--- src/rtl/sort_pkg.sv ---
// sort_pkg: shared definitions for the insertion sorter and its readout.
//   - default key/metadata widths and cell count used by both blocks
//   - readout FSM state type
//   - occ_w(): width of an occupancy counter that must hold 0..depth
package sort_pkg;

  localparam int unsigned SORTB_DEFAULT = 8;
  localparam int unsigned METAB_DEFAULT = 32;
  localparam int unsigned DEPTH_DEFAULT = 8;

  typedef enum logic [1:0] {
    IDLE,
    WAIT_QUIET,
    STREAM,
    FLUSH
  } readout_state_t;

  function automatic int unsigned occ_w(input int unsigned depth);
    return $clog2(depth + 1);
  endfunction

endpackage

--- src/rtl/quiet_detect.sv ---
// quiet_detect: counts consecutive quiet cycles while enabled.
//   clk, rst   clock, asynchronous active-high reset
//   en         counting window (readout is waiting for the sorter to settle)
//   quiet      current cycle is quiet (no dav, no cell updating)
//   quiet_hit  one-cycle strobe: this cycle completes QUIET quiet cycles
module quiet_detect #(
  parameter int unsigned QUIET = 2
) (
  input  logic clk,
  input  logic rst,
  input  logic en,
  input  logic quiet,
  output logic quiet_hit
);

  localparam int unsigned CW = $clog2(QUIET + 1);

  logic [CW-1:0] cnt;

  // Hit is flagged on the cycle whose edge would bring the count to QUIET,
  // so the capture happens on that same edge.
  assign quiet_hit = en && quiet && (cnt == CW'(QUIET - 1));

  always_ff @(posedge clk or posedge rst) begin
    if (rst) begin
      cnt <= '0;
    end else if (!en || !quiet || quiet_hit) begin
      cnt <= '0;
    end else begin
      cnt <= cnt + CW'(1);
    end
  end

endmodule

--- src/rtl/sort_readout.sv ---
// sort_readout: drains the insertion-sort cell array once per frame.
//   clk, rst       clock, asynchronous active-high reset
//   dav_i          sorter input strobe, counted as occupancy
//   frame_i        end-of-frame pulse, starts a readout
//   sort_data_i    sorter keys, cell i at [i*SORTB +: SORTB]
//   sort_meta_i    sorter metadata, cell i at [i*METAB +: METAB]
//   sort_upd_i     per-cell updating flags from the sorter
//   valid_o/ready_i  output handshake
//   data_o, meta_o   entry key / metadata, best first
//   rank_o         0 for the best entry
//   last_o         final entry of the frame
//   flush_o        one-cycle pulse clearing the sorter
//   busy_o         readout in progress
//   err_o          sticky protocol error
module sort_readout
  import sort_pkg::*;
#(
  parameter int unsigned SORTB = SORTB_DEFAULT,
  parameter int unsigned METAB = METAB_DEFAULT,
  parameter int unsigned DEPTH = DEPTH_DEFAULT,
  parameter int unsigned QUIET = 2
) (
  input  logic                       clk,
  input  logic                       rst,
  input  logic                       dav_i,
  input  logic                       frame_i,
  input  logic [SORTB*DEPTH-1:0]     sort_data_i,
  input  logic [METAB*DEPTH-1:0]     sort_meta_i,
  input  logic [DEPTH-1:0]           sort_upd_i,
  output logic                       valid_o,
  input  logic                       ready_i,
  output logic [SORTB-1:0]           data_o,
  output logic [METAB-1:0]           meta_o,
  output logic [$clog2(DEPTH)-1:0]   rank_o,
  output logic                       last_o,
  output logic                       flush_o,
  output logic                       busy_o,
  output logic                       err_o
);

  localparam int unsigned OW = occ_w(DEPTH);
  localparam int unsigned RW = $clog2(DEPTH);

  readout_state_t state, state_nx;

  logic [OW-1:0]    occ;
  logic [OW-1:0]    n;
  logic [RW-1:0]    rank;
  logic [RW-1:0]    sel;
  logic [SORTB-1:0] snap_data [DEPTH];
  logic [METAB-1:0] snap_meta [DEPTH];
  logic             err;
  logic             quiet_hit;
  logic             counting;

  quiet_detect #(
    .QUIET(QUIET)
  ) u_quiet (
    .clk      (clk),
    .rst      (rst),
    .en       (state == WAIT_QUIET),
    .quiet    ((sort_upd_i == '0) && !dav_i),
    .quiet_hit(quiet_hit)
  );

  // Occupancy only tracks strobes that reach the sorter before capture.
  assign counting = (state == IDLE) || (state == WAIT_QUIET);

  always_ff @(posedge clk or posedge rst) begin
    if (rst) begin
      state <= IDLE;
    end else begin
      state <= state_nx;
    end
  end

  always_comb begin
    state_nx = state;
    valid_o  = 1'b0;
    flush_o  = 1'b0;
    busy_o   = (state != IDLE);
    case (state)
      IDLE: begin
        if (frame_i) state_nx = WAIT_QUIET;
      end
      WAIT_QUIET: begin
        if (quiet_hit) state_nx = (occ == '0) ? FLUSH : STREAM;
      end
      STREAM: begin
        valid_o = 1'b1;
        if (ready_i && last_o) state_nx = FLUSH;
      end
      FLUSH: begin
        flush_o  = 1'b1;
        state_nx = IDLE;
      end
      default: state_nx = IDLE;
    endcase
  end

  always_ff @(posedge clk or posedge rst) begin
    if (rst) begin
      occ  <= '0;
      n    <= '0;
      rank <= '0;
      err  <= 1'b0;
      for (int unsigned i = 0; i < DEPTH; i++) begin
        snap_data[i] <= '0;
        snap_meta[i] <= '0;
      end
    end else begin
      // A capture cycle is quiet, so it never coincides with a counted dav.
      if (quiet_hit) begin
        occ <= '0;
      end else if (dav_i && counting && (occ != OW'(DEPTH))) begin
        occ <= occ + OW'(1);
      end

      if (quiet_hit) begin
        n    <= occ;
        rank <= '0;
        for (int unsigned i = 0; i < DEPTH; i++) begin
          snap_data[i] <= sort_data_i[i*SORTB +: SORTB];
          snap_meta[i] <= sort_meta_i[i*METAB +: METAB];
        end
      end else if ((state == STREAM) && ready_i && !last_o) begin
        rank <= rank + RW'(1);
      end

      if ((dav_i && !counting) || (frame_i && (state != IDLE))) begin
        err <= 1'b1;
      end
    end
  end

  // Best entry lives in the highest cell.
  assign sel    = RW'(DEPTH - 1) - rank;
  assign data_o = snap_data[sel];
  assign meta_o = snap_meta[sel];
  assign rank_o = rank;
  assign last_o = (state == STREAM) && (OW'(rank) == (n - OW'(1)));
  assign err_o  = err;

endmodule
--- config.mk ---
export PLATFORM = sky130hd
export DESIGN_NAME = sort_readout
export DESIGN_NICKNAME = d
export VERILOG_FILES = /design/src/rtl/sort_pkg.sv /design/src/rtl/quiet_detect.sv /design/src/rtl/sort_readout.sv
export SDC_FILE = /design/constraint.sdc
export NUM_CORES = 1
export LEC_CHECK = 0
export ABC_AREA = 1
export CAP_MARGIN = 20
export CORE_ASPECT_RATIO = 0.8
export CORE_MARGIN = 2
export CORE_UTILIZATION = 50
export DETAILED_ROUTE_END_ITERATION = 7
export GPL_TIMING_DRIVEN = 1
export PLACE_DENSITY = 0.8
export SYNTH_ARGS = -nofsm -noshare
export SYNTH_HDL_FRONTEND = slang
export SYNTH_HIERARCHICAL = 1
export SYNTH_SLANG_ARGS = --single-unit
--- constraint.sdc ---
create_clock -name clk -period 14.7 [get_ports clk]
set_clock_uncertainty 0.15 [all_clocks]
set_input_delay 2.205 -clock clk [delete_from_list [all_inputs] [get_ports clk]]
set_output_delay 2.205 -clock clk [all_outputs]
set_load 0.05 [all_outputs]
==> results.txt <==
The flow ran to the end, and the final reports show no timing, DRC or antenna violations. The start of the worst register-to-register path is state[1]. The number of fill cells came out at approximately 2500.

The wire length of the first global-routing pass is roughly 75000 um. The compound-cell area share of the yosys netlist is 0.164. The number of standard-cell rows in the floorplan is 57.

The number of nets in the final layout came out at 2624. The count of clock tree sinks came out at around 340. The number of top-level design ports is 381. The total of warnings raised by yosys came out at 6. The worst slew slack as a fraction of its limit is 0.193. The leakage power summed over all cells is roughly 10 nW. The number of setup violations in the final report is 0.

The number of nets in the synthesized netlist came out at 2326. The count of mapped cells out of synthesis came out at slightly below 2000. The number of clock buffers added by TritonCTS is 35. The worst setup path is captured at an output port. The growth of design area from synthesis to finish is 32.2%.

After global routing the overflow that remains totals 0. The iteration-0 DRC count of the detailed router came out at between 1000 and 1500. In this run, post-CTS hold repair placed 0 buffers.

The clock latency of the later-clocked register in the worst-skew pair came out at ~0.50 ns. The die is around 200 um wide. In the final layout, the share of cells above drive strength 1 is 0.0317.

The average routed wire per standard cell came out at between 15 and 20 um. The final cell count without fillers came out at around 2700. The routability congestion estimate from global placement is slightly below 0.9. The average instance area after synthesis is 7.82 um2. Before antenna repair, the detailed router went through 7 iterations.

The slack of the worst reg-to-reg path is ~10 ns. Across the VDD grid, the largest voltage drop is about 0.11 mV. The maximum clock insertion buffer count came out at 3.

The number of stages on the worst hold path came out at 1. The class of the most critical hold timing path is flip-flop to flip-flop. The startpoint class of the critical path is a flip-flop.

In this run the cell area measured after placement is 19400 um2. The number of different library cells used by synthesis comes to 26. The routed design has ~47000 um of wire. The multiplexer share of the synthesized area came out at 0. The sequential cells in the finished layout cover a total of between 8000 and 9000 um2. The initial core utilization is 0.510. The root buffer cell chosen for the clock tree is sky130_fd_sc_hd__clkbuf_16. The post-cts repair resize count came out at 0.

The area of all placed cells without fillers came out at 20500 um2. The number of global-route vias before repair came out at about 14000. The simple logic cell fraction of the synthesized area is 0.210.

By area, the combinational part of the netlist is dominated by simple AND/OR/NAND/NOR gates. The type of the setup path with the least slack is flip-flop to output port. The number of buffer cells added on primary ports came out at 380.

The total DRC errors in the routed layout came out at 0. The actual transition at the worst max-transition pin is approximately 1.2 ns. The adder and majority cell fraction of the synthesized area came out at 0.00725. The number of synthesized register bits came out at about 340. The cell depth of the worst flop-to-flop path is 8. The clock transition at the registers of the reported paths is 0.06 ns. Once detail routing completed, the nets flagged for antenna violations numbered 0.

The post-CTS setup-driven buffer insertion count came out at 0. The max-capacitance violation count is 0. The largest fanout of any net on the critical path is 97. In the finished design, the share of the clock period the worst path needs comes to 0.455. Of the total synthesized cell area, the portion taken by XOR and XNOR cells is 0.000564. The number of antenna violations at the first check in global routing came to 8.

The multi-input gate area in the final layout came out at 5930 um2. The maximum level of the CTS H-tree is 2. Setup repair after global routing left no endpoint under its margin. The worst register-to-register path ends at snap_meta[35].

The via count normalized by instance count is between 5 and 6. The cell area after technology mapping came out at about 16000 um2. In this run, placement finished with an instance count of about 2700. For hold timing, the worst endpoint is u_quiet/cnt[0]. The max-slew violation count is 0. Setup total negative slack on the finished layout was measured at 0 ns. Entering global routing, the biggest net connects around 260 pins. The power per unit of standard cell area is roughly 150 nW/um2. Detailed placement finished with a half-perimeter wire length of about 31000 um. For this run, the register share of the synthesized area comes to 0.542. The clock tree from TritonCTS is built. The combined global-route utilization of all metal layers came out at 0.287. The final count of hold timing violations came out at 0. In this run the most critical hold path is launched from u_quiet/cnt[0]. The area of the die is between 30000 and 40000 um2.

The arrival time of the worst setup path came out at around 4.3 ns. The worst path required time is between 10 and 15 ns. The vertical die dimension came out at around 160 um. The minimum period implied by the final worst setup slack came out at 6.69 ns. The core region is about 30000 um2. For this block, the via count after detailed routing is ~14000. Based on the critical path, the design can be clocked at up to between 100 and 150 MHz.
[through the flow]
| stage | hold WS (ns) | utilization | worst slack (ns) | total power [mW] |
|---|---|---|---|---|
| floorplan | 0.265 | - | 3.09 | 1.84 |
| global placement | 0.280 | 0.636 | 8.30 | 2.30 |
| detailed placement | 0.279 | 0.636 | 8.21 | 2.31 |
| CTS | 0.294 | 0.672 | 8.04 | 3.16 |
| global route | 0.316 | 0.674 | 7.83 | 3.29 |
| finish | 0.293 | 0.674 | 8.01 | 3.16 |
[layout by cell type, fill, tap and decap left out, types with 2 or more instances in the layout]
master,count
sky130_fd_sc_hd__nand2_1,784
sky130_fd_sc_hd__buf_16,2
sky130_fd_sc_hd__inv_1,148
sky130_fd_sc_hd__clkbuf_8,7
sky130_fd_sc_hd__dfrtp_4,2
sky130_fd_sc_hd__a21oi_1,122
sky130_fd_sc_hd__inv_2,2
sky130_fd_sc_hd__ha_1,9
sky130_fd_sc_hd__buf_4,12
sky130_fd_sc_hd__nand3_1,10
sky130_fd_sc_hd__clkbuf_16,37
sky130_fd_sc_hd__nand3b_1,2
sky130_fd_sc_hd__nor3_1,5
sky130_fd_sc_hd__a31oi_1,40
sky130_fd_sc_hd__o21ai_1,21
sky130_fd_sc_hd__diode_2,5
sky130_fd_sc_hd__clkbuf_1,12
sky130_fd_sc_hd__o21ai_0,300
sky130_fd_sc_hd__o211ai_1,10
sky130_fd_sc_hd__clkinv_2,4
sky130_fd_sc_hd__nand2_2,2
sky130_fd_sc_hd__nor2_1,51
sky130_fd_sc_hd__clkdlybuf4s50_1,380
sky130_fd_sc_hd__dfrtp_1,334
[worst max path at each step]
stage,slack [ns],to,from
detailed placement,8.21,snap_meta[35],dav_i
floorplan,3.09,err_o,rst
finish,8.01,meta_o[13],rank_o[0]
global route,7.83,meta_o[13],rank_o[0]
global placement,8.30,snap_meta[66],dav_i
CTS,8.04,meta_o[13],rank_o[0]
[critical path, cell delays in order (launching register included)]
cell                              delay [ns]
sky130_fd_sc_hd__dfrtp_4                0.68
sky130_fd_sc_hd__inv_4                  0.63
sky130_fd_sc_hd__buf_4                  0.82
sky130_fd_sc_hd__nor2_1                 0.07
sky130_fd_sc_hd__o21ai_0                0.42
sky130_fd_sc_hd__a21oi_1                0.08
sky130_fd_sc_hd__a31oi_1                0.21
sky130_fd_sc_hd__clkdlybuf4s50_1        0.84
[area by class of cell]
| type | instances | area share |
|---|---|---|
| sequential | 336 | 0.410 |
| multi-input combinational | 1361 | 0.289 |
| timing repair buffer | 395 | 0.193 |
| clock buffer | 56 | 0.0520 |
| inverter | 153 | 0.0287 |
| tap | 413 | 0.0252 |
| clock inverter | 4 | 0.000975 |
| antenna | 5 | 0.000610 |
[per-layer routing]
| layer | global-route usage | part of all wire |
|---|---|---|
| met5 | 0 | 0.0012 |
| met3 | 0.0632 | 0.076 |
| met4 | 0.100 | 0.030 |
| met1 | 0.391 | 0.43 |
| met2 | 0.457 | 0.46 |
[sequential cells by signal, summed over array words and instances, names as in the netlist]
signal	cells
rank_o	3
occ	4
snap_data	64
err_o	1
snap_meta	256
n	4
state	2
u_quiet/cnt	2
[report_power, final]
group          internal (mW)  total, mW  switching [mW]
combinational          0.421       1.32           0.901
clock                  0.496      0.852           0.356
sequential             0.939      0.983          0.0442
[kinds of logic (layout without fill, tap and decap cells)]
kind of cell    count (synthesis)  count (layout)
xor+xnor                        1               1
compound gates                494             494
buf+inv                       287             608
other cells                     0               5
simple gates                  857             857
flops                         336             336
fa+ha+maj                       9               9
[synth_stat cells]
cell / number / share of area
sky130_fd_sc_hd__a21oi_1: 122 / 0.039
sky130_fd_sc_hd__a31oi_1: 40 / 0.016
sky130_fd_sc_hd__nor2_1: 52 / 0.013
sky130_fd_sc_hd__nand3_1: 10 / 0.0032
sky130_fd_sc_hd__inv_2: 1 / 0.00024
sky130_fd_sc_hd__a221o_1: 1 / 0.00064
sky130_fd_sc_hd__nand2_1: 784 / 0.19
sky130_fd_sc_hd__nor3_1: 5 / 0.0016
sky130_fd_sc_hd__nand3b_1: 2 / 0.00097
sky130_fd_sc_hd__clkbuf_1: 75 / 0.018
sky130_fd_sc_hd__nand2_2: 2 / 0.00081
sky130_fd_sc_hd__buf_6: 7 / 0.0051
sky130_fd_sc_hd__nor4_1: 1 / 0.00040
sky130_fd_sc_hd__inv_1: 150 / 0.036
sky130_fd_sc_hd__buf_2: 43 / 0.014
sky130_fd_sc_hd__clkinv_1: 2 / 0.00048
sky130_fd_sc_hd__nand4_1: 1 / 0.00040
sky130_fd_sc_hd__dfrtp_1: 336 / 0.54
sky130_fd_sc_hd__o21ai_0: 300 / 0.097
sky130_fd_sc_hd__o21ai_1: 21 / 0.0068
sky130_fd_sc_hd__ha_1: 9 / 0.0073
sky130_fd_sc_hd__buf_1: 7 / 0.0017
sky130_fd_sc_hd__o211ai_1: 10 / 0.0048
sky130_fd_sc_hd__clkbuf_2: 1 / 0.00032
sky130_fd_sc_hd__xnor2_1: 1 / 0.00056
sky130_fd_sc_hd__buf_4: 1 / 0.00048
Note: power is estimated with default switching activity, not from simulation.
